**config.mk**
```make
export PLATFORM = sky130hd
export DESIGN_NAME = tbu
export DESIGN_NICKNAME = d
export VERILOG_FILES = /design/src/rtl/tbu.sv
export SDC_FILE = /design/constraint.sdc
export NUM_CORES = 1
export LEC_CHECK = 0
export CELL_PAD_IN_SITES_DETAIL_PLACEMENT = 1
export CELL_PAD_IN_SITES_GLOBAL_PLACEMENT = 1
export CORE_MARGIN = 2
export CORE_UTILIZATION = 35
export DETAILED_ROUTE_END_ITERATION = 16
export GPL_ROUTABILITY_DRIVEN = 0
export PLACE_DENSITY_LB_ADDON = 0.1
export SLEW_MARGIN = 20
export SYNTH_ARGS = -nofsm -noshare
export SYNTH_HDL_FRONTEND = slang
export SYNTH_SLANG_ARGS = --single-unit
```
**constraint.sdc**
```tcl
create_clock -name clk -period 8 [get_ports clk]
set_clock_uncertainty 0.2 [all_clocks]
set_input_delay 2.4 -clock clk [delete_from_list [all_inputs] [get_ports clk]]
set_output_delay 2.4 -clock clk [all_outputs]
set_load 0.1 [all_outputs]
```
**src/rtl/tbu.sv**
```systemverilog
// Viterbi traceback unit (K=3, 4 states): walks the decision memory from newest to oldest
// entry starting at the minimum-metric state and emits one decoded bit per traceback.
module tbu #(
    parameter int unsigned TBL      = 15,
    parameter int unsigned PM_WIDTH = 8
) (
    input  logic                    clk,
    input  logic                    rst,
    input  logic                    valid_i,
    input  logic [PM_WIDTH-1:0]     pm_current_s0_i,
    input  logic [PM_WIDTH-1:0]     pm_current_s1_i,
    input  logic [PM_WIDTH-1:0]     pm_current_s2_i,
    input  logic [PM_WIDTH-1:0]     pm_current_s3_i,
    input  logic [3:0]              read_data_i,
    output logic [$clog2(TBL)-1:0]  read_addr_o,
    output logic                    bit_o,
    output logic                    bit_valid_o,
    output logic                    busy_o,
    output logic                    overrun_o
);

    localparam int unsigned AW = $clog2(TBL);
    localparam int unsigned FW = $clog2(TBL + 1);

    typedef enum logic {StIdle, StTrace} state_e;

    state_e                 state_q;
    logic [FW-1:0]          fill_q;
    logic [FW-1:0]          fill_next;
    logic [AW-1:0]          ptr_q;
    logic [AW:0]            ptr_next;
    logic [1:0]             state_reg_q;
    logic                   pending_q;
    logic                   first_q;
    logic                   bit_q;
    logic                   bit_valid_q;
    logic                   overrun_q;
    logic [1:0]             s_min;
    logic [PM_WIDTH-1:0]    pm_min;
    logic [1:0]             s_cur;
    logic                   last_step;

    always_comb begin
        if (fill_q == FW'(TBL)) begin
            fill_next = fill_q;
        end else begin
            fill_next = fill_q + FW'(valid_i);
        end
    end

    // Strict less-than keeps the lowest index on ties.
    always_comb begin
        s_min  = 2'd0;
        pm_min = pm_current_s0_i;
        if (pm_current_s1_i < pm_min) begin
            s_min  = 2'd1;
            pm_min = pm_current_s1_i;
        end
        if (pm_current_s2_i < pm_min) begin
            s_min  = 2'd2;
            pm_min = pm_current_s2_i;
        end
        if (pm_current_s3_i < pm_min) begin
            s_min  = 2'd3;
        end
    end

    assign s_cur = first_q ? s_min : state_reg_q;

    // A write during the walk shifts every entry down, so the pointer skips one extra slot.
    // The guard bit goes negative exactly when no unread entry remains.
    assign ptr_next  = {1'b0, ptr_q} - (AW+1)'(1) - (AW+1)'(valid_i);
    assign last_step = ptr_next[AW];

    always_ff @(posedge clk) begin
        if (rst) begin
            state_q     <= StIdle;
            fill_q      <= '0;
            ptr_q       <= '0;
            state_reg_q <= 2'd0;
            pending_q   <= 1'b0;
            first_q     <= 1'b0;
            bit_q       <= 1'b0;
            bit_valid_q <= 1'b0;
            overrun_q   <= 1'b0;
        end else begin
            fill_q      <= fill_next;
            bit_valid_q <= 1'b0;
            unique case (state_q)
                StIdle: begin
                    if ((valid_i || pending_q) && fill_next == FW'(TBL)) begin
                        state_q   <= StTrace;
                        ptr_q     <= AW'(TBL - 1);
                        first_q   <= 1'b1;
                        pending_q <= 1'b0;
                    end
                end
                StTrace: begin
                    state_reg_q <= {s_cur[0], read_data_i[s_cur]};
                    first_q     <= 1'b0;
                    ptr_q       <= ptr_next[AW-1:0];
                    if (valid_i) begin
                        pending_q <= 1'b1;
                        if (pending_q) begin
                            overrun_q <= 1'b1;
                        end
                    end
                    if (last_step) begin
                        bit_q       <= s_cur[1];
                        bit_valid_q <= 1'b1;
                        state_q     <= StIdle;
                        // Oldest entry is shifted out before it could be read.
                        if (ptr_q == AW'(1) && valid_i) begin
                            overrun_q <= 1'b1;
                        end
                    end
                end
                default: state_q <= StIdle;
            endcase
        end
    end

    assign busy_o      = (state_q == StTrace);
    assign read_addr_o = busy_o ? ptr_q : '0;
    assign bit_o       = bit_q;
    assign bit_valid_o = bit_valid_q;
    assign overrun_o   = overrun_q;

endmodule

```
==> impl_metrics.py <==
metrics = {
    "yosys": {
        "ys_seq_area_frac": 0.191,
        "synth.distinct_cells": 51,
        "syn-num-nets": 281,
        "yosys_most_used_dff": "dfxtp_1",
        "synth_seq_cells": 16,
        "synthArstFlopShare": 0,
        "netlist_area_mm2": 0.00168,
        "synth-edff-count": 0,
        "syn_avg_cell_area_um2": 7.74,
        "synth_warnings": 0,
        "syn_inst": 217,
    },
    "sta": {
        "finalHoldViolCount": 0,
        "finalMaxSlewViolations": 0,
        "period_needed_ns": 7.50,
        "finalSetupViolCount": 0,
        "finalSetupTns_ns": 0,
        "period_share": 0.937,
        "slew_headroom": 0.353,
        "max_freq_mhz": 133,
        "rsz0062_at_grt": "no",
        "worst_pin_slew_ns": 0.967,
    },
    "setup_path": {
        "startpoint_type": "input pin",
        "cp.arrival_ns": 7.46,
        "r2r_start": "fill_q[0]",
        "startpoint": "pm_current_s0_i[1]",
        "cp.buffers_inverters": 3,
        "slowest_delay_ns": 0.45,
        "critPathSlowestCell": "clkdlybuf4s50_1",
        "crit_top_cell": "ha_1",
        "cp_top_family": "compound AO/OA/AOI/OAI gates",
        "crit_chain": "clkdlybuf4s50_1 > inv_1 > ha_1 > a2111o_1 > a21oi_2 > buf_4 > nor2_1 > a21oi_1 > ha_1 > a211oi_1 > o21bai_2 > a21oi_1 > a21oi_4 > nand2_1 > o21ai_1 > ha_1 > a211oi_1 > nor2_1 > nor4_2 > o32ai_2 > a31oi_1 > mux2_4 > a311oi_2",
        "worstPathMaxFanout": 14,
        "end_kind": "flop",
        "critPathKind": "input pin to flop",
        "worstReg2RegEnd": "ptr_q[3]",
        "rrSetupSlack_ns": 5.66,
        "reg2reg_depth": 8,
        "required_ns": 7.96,
    },
    "clock_network": {
        "clk_latency_ns": 0.24,
        "clockRootBuffer": "clkbuf_8",
        "clockBufferDepth": 2,
        "post-cts-setup-buffers": 0,
        "cts_buffers": 3,
        "h-tree-depth": 1,
        "cts_tree": "yes",
        "clock_sinks": 16,
        "clkTransAtPathRegs_ns": 0.06,
        "cts-hold-fix-buffers": 0,
    },
    "finish": {
        "multi_input_area_mm2": 0.00127,
        "ff_latch_area_um2": 320,
        "antenna_cells": 0,
        "area_growth_pct": 35.3,
        "fin_nets": 331,
        "final_common_cell": "clkdlybuf4s50_1",
        "fin_util": 0.488,
        "layout_common_cells": "clkdlybuf4s50_1, nor2_1, ha_1",
        "fill_cells": 588,
        "drive_above_1_share": 0.0865,
    },
    "place": {
        "post-dp-hpwl_um": 3810,
        "portBuffers": 46,
    },
    "global_routing": {
        "antenna_found_initial": 0,
        "grt_max_degree": 17,
        "grt_pass1_vias": 1722,
        "gr-usage-all-layers": 0.175,
        "grt_first_pass_wirelength_um": 7560,
        "grt_overflow_total": 0,
    },
    "die": {
        "ios": 47,
        "die_h_um": 73.3,
        "core-area_mm2": 0.00466,
        "rows": 25,
        "initial_utilization": 0.360,
        "die_width_um": 73.3,
        "die-area_mm2": 0.00537,
    },
    "detailed_routing": {
        "drc": 0,
        "routed_wl_um": 4430,
        "vias": 1714,
        "firstDrtPassIters": 4,
        "drt_iter0_markers": 65,
        "via_per_inst": 5.36,
        "routedWlPerCell_um": 13.9,
        "ant_nets": 0,
    },
    "job": {
        "cap_viol_max_count": 0,
    },
    "power": {
        "vdd_ir_drop_max_mv": 0.0565,
        "power_density_mw_per_mm2": 125,
        "power_leakage_nw": 0.889,
        "finalPower_mw": 0.284,
    },
    "hold_path": {
        "hold_path_class": "flop to flop",
        "min_path_cells": 2,
        "worstHoldStart": "overrun_o",
        "min_to": "overrun_o",
    },
    "run_status": {
        "status": "finished clean",
    },
}
[sequential cells by signal (all words and copies together), names as in the netlist]
register and flops:
bit_o 1, bit_valid_o 1, busy_o 1, fill_q 4, first_q 1, overrun_o 1, pending_q 1, ptr_q 4
state_reg_q 2
[layout make-up]
type,instances,share of cell area
Inverter,19,0.0314
Multi-Input combinational cell,177,0.558
Sequential cell,16,0.141
Tap cell,54,0.0297
Timing Repair Buffer,50,0.216
Clock buffer,4,0.0242
[logic make-up after synthesis]
kind of cell / synth area share
xor+xnor: 0.0157
simple gates: 0.203
fa+ha+maj: 0.186
buf+inv: 0.0589
compound gates: 0.318
mux: 0.0268
flops: 0.191
[worst min-delay path: cells and delay by family (launching register included)]
kind            cells  cell delay, ns
compound gates      1            0.04
flops               1            0.32
simple gates        1            0.07
[how the worst max path moves through the flow]
stage | to | slack (ns) | cells after the start
6_report | state_reg_q[0] | 0.50 | 23
5_1_grt | state_reg_q[0] | 0.09 | 23
4_1_cts | state_reg_q[0] | 0.40 | 23
3_5_place_dp | state_reg_q[0] | 0.14 | 23
3_3_place_gp | state_reg_q[0] | 0.33 | 23
2_1_floorplan | state_reg_q[0] | 0.77 | 22
[routing by layer]
metal,vias to the layer above,part of all wire,global-route usage,wire length [µm]
met5,-,0,0,0
met4,0,0.0038,0.0226,17
met3,2,0.024,0.0233,106
met2,26,0.47,0.299,2090
met1,782,0.50,0.240,2220
li1,904,-,-,-
[cells in the mapped netlist, types with 2 or more instances]
master	instances	area, µm²
and2_1	6	37.5
nand2b_1	2	12.5
a21oi_2	3	26.3
a31oi_1	4	25.0
dfxtp_1	16	320
a211oi_1	6	45.0
a211oi_2	2	25.0
nor2_1	28	105
a21o_1	3	22.5
o21ai_1	8	40.0
nand2_1	15	56.3
a21oi_1	18	90.1
clkbuf_1	2	7.51
nand4_1	3	18.8
o21ai_0	9	45.0
o221ai_1	2	17.5
nor3_1	6	30.0
nor4b_1	2	17.5
ha_1	25	313
a41oi_1	2	17.5
nand3_1	4	20.0
mux2i_1	3	30.0
inv_1	18	67.6
xnor2_1	3	26.3
[per-stage QoR]
| stage | hold WS [ns] | setup WS [ns] | instances | area [µm²] |
|---|---|---|---|---|
| after floorplan | 0.245 | 0.772 | 217 | 1680 |
| after CTS | 0.283 | 0.405 | 320 | 2260 |
| final | 0.274 | 0.503 | 320 | 2270 |
| after global routing | 0.304 | 0.0939 | 320 | 2270 |
| after detailed placement | 0.267 | 0.142 | 316 | 2210 |
| after global placement | 0.248 | 0.327 | 316 | 2210 |
[where the power goes]
group	internal (mW)	switching, mW	leakage [nW]	total [mW]
Clock	0.0436	0.0268	0.0288	0.0704
Combinational	0.0601	0.0715	0.731	0.132
Sequential	0.0808	0.00110	0.129	0.0819
Total	0.184	0.0994	0.889	0.284
[timing repair]
action	in CTS	in global routing
endpoints found under the setup margin	0	1
resized for setup	0	1
hold endpoints to repair	0	0
Power figures use the tool's default switching activity.
==> patch, RTL diff (same flow settings) <==
Set the parameter `TBL` to 16 (it was 15).
--- a/src/rtl/tbu.sv
+++ b/src/rtl/tbu.sv
@@ -3,3 +3,3 @@
 module tbu #(
-    parameter int unsigned TBL      = 15,
+    parameter int unsigned TBL      = 16,
     parameter int unsigned PM_WIDTH = 8
Function: same outputs for any inputs over 10 cycles, from zero or initial values and one cycle with rst high; that may be too few to reach the edited logic, so the function may still have changed.
==> patch against the unedited design <==
Sequential cell count up 1; combinational power is 9% lower; sequential power increased by 5.6%; total power decreased by 5.2%; synthesized area down 0.15%; design area increased by 0.11%; largest power group unchanged; setup slack got worse by 0.13 ns; wire length up 0.54%.
==> patch: results (changes against the unedited design) <==
status: finished, final reports clean (unchanged)
non-filler cells, final: 307 (was 320)
Total Routing Usage GR: 17.71% (was 17.52%)
CP max FO: 12 (was 14)
Top Registers: fill_q (5), ptr_q (4), state_reg_q (2) (was fill_q (4), ptr_q (4), state_reg_q (2))
RR Endpoint: ptr_q[2] (was ptr_q[3])
vias in the first global route: 1692 (was 1722)
Worst IR Drop VDD: 0.1019 mV (was 0.05653 mV)
initial antenna violation count: 0 (unchanged)
pre-CTS WS: -0.009015 ns (was 0.1424 ns)
register area share after synthesis: 20.30% (was 19.08%)
Mapped Nets: 269 (was 281)
Synth area leaders: dfxtp_1 (20%), ha_1 (19%), mux2i_1 (5.4%) (was dfxtp_1 (19%), ha_1 (19%), nor2_1 (6.3%))
Worst EP arrival: 7.59 ns (was 7.46 ns)
Unique masters post-synth: 46 (was 51)
cell depth of the worst flop-to-flop path: 9 (was 8)
Reg2Reg Setup Slack: 5.69 ns (was 5.66 ns)
Critical R2R Launch: fill_q[0] (unchanged)
share of cells above drive strength 1: 7.115% (was 8.647%)
Starting DRT DRC Count: 46 (was 65)
crit path from: pm_current_s0_i[5] (was pm_current_s0_i[1])
fill count: 563 (was 588)
via/cell ratio: 5.365 (was 5.356)
pin count of the biggest net entering global routing: 22 (was 17)
final net count: 318 (was 331)
min cycle time layout: 7.627 ns (was 7.497 ns)
Synth top cells by count: ha_1 (25), dfxtp_1 (17), inv_1 (17), nor2_1 (17) (was nor2_1 (28), ha_1 (25), a21oi_1 (18), inv_1 (18), dfxtp_1 (16))
Leak: 0.9658 nW (was 0.8887 nW)
Cells after DPL: 302 (was 316)
dpl hpwl: 3.631 mm (was 3.813 mm)
worst slew pin tran: 0.9789 ns (was 0.9668 ns)
final wirelength: 4.457 mm (was 4.433 mm)
first-pass GRT wire length: 7.548 mm (was 7.562 mm)
Synth Instances: 205 (was 217)
Ant. Diodes: 0 (unchanged)
[patch: changes by cell type after synthesis, sizes merged, moves of 4 or more]
cell and change:
a211oi -5, o21ai -4, a21o +4, a21oi -14, nor3 +5, nor2 -11
mux2i +6
[patch: timing repair]
item,4_1_cts,5_1_grt
setup buffers,0,1
endpoints found under the setup margin,0,1
gates resized for setup,0,2
[patch: report_power, final]
group / leakage, nW / switching (mW) / internal [mW]
combinational: 0.806 / 0.0602 / 0.0598
sequential: 0.137 / 0.000786 / 0.0857
clock: 0.0228 / 0.0272 / 0.0353
[patch: worst min path at each step]
| stage | startpoint | end | slack [ns] |
|---|---|---|---|
| floorplan | pending_q | pending_q | 0.26 |
| global placement | overrun_o | overrun_o | 0.26 |
| detailed placement | overrun_o | overrun_o | 0.26 |
| CTS | overrun_o | overrun_o | 0.29 |
| global route | overrun_o | overrun_o | 0.32 |
| finish | overrun_o | overrun_o | 0.28 |
[patch: metal layers]
layer  part of all wire [%]  GRT usage [%]
met1                     46          22.04
met2                     50          32.63
met3                    3.2          1.796
met4                    1.1          3.704
met5                      0              0
[patch: critical path: stages]
cell and delay, ns:
clkdlybuf4s50_1 0.49, inv_1 0.05, ha_1 0.29, nand4_1 0.22, o31ai_4 0.32, buf_12 0.18
mux2i_1 0.23, ha_1 0.27, a211o_1 0.34, or2_1 0.22, a221o_1 0.35, inv_1 0.10
a21oi_2 0.09, buf_4 0.19, nand2_1 0.05, o21ai_0 0.09, ha_1 0.20, a21o_1 0.17
a21oi_1 0.21, o221ai_1 0.18, nor2_1 0.14, o211ai_2 0.13, a21boi_1 0.16, and4b_4 0.21
o41ai_2 0.28
[patch: logic make-up (layout without fill, tap and decap cells)]
group | after synthesis | in the layout | synth area share (%)
and+or+nand+nor | 67 | 67 | 20.67
AOI/OAI and AO/OA | 58 | 58 | 26.27
adders and majority gates | 25 | 25 | 18.66
buffers and inverters | 23 | 71 | 5.597
DFF | 17 | 17 | 20.30
muxes | 9 | 9 | 5.373
xor gates and xnor gates | 6 | 6 | 3.135
[patch: final cells by class]
type,count,area share (%)
repair buffers,50,22.11
well taps,54,2.970
multi-input cells,165,55.17
clock buffers,4,1.980
flip-flops and latches,17,14.96
inverters,17,2.805
[patch: through the flow]
stage	instance area (um2)	util [%]	TNS, ns	hold WS (ns)	total power, mW
6_report	2275	48.81	0	0.2847	0.2691
5_1_grt	2275	48.81	0	0.3187	0.2903
4_1_cts	2255	48.38	0	0.2880	0.2700
3_5_place_dp	2210	47.41	-0.009015	0.2637	0.2067
3_3_place_gp	2210	47.41	0	0.2650	0.2048
2_1_floorplan	1677	-	0	0.2552	0.1629
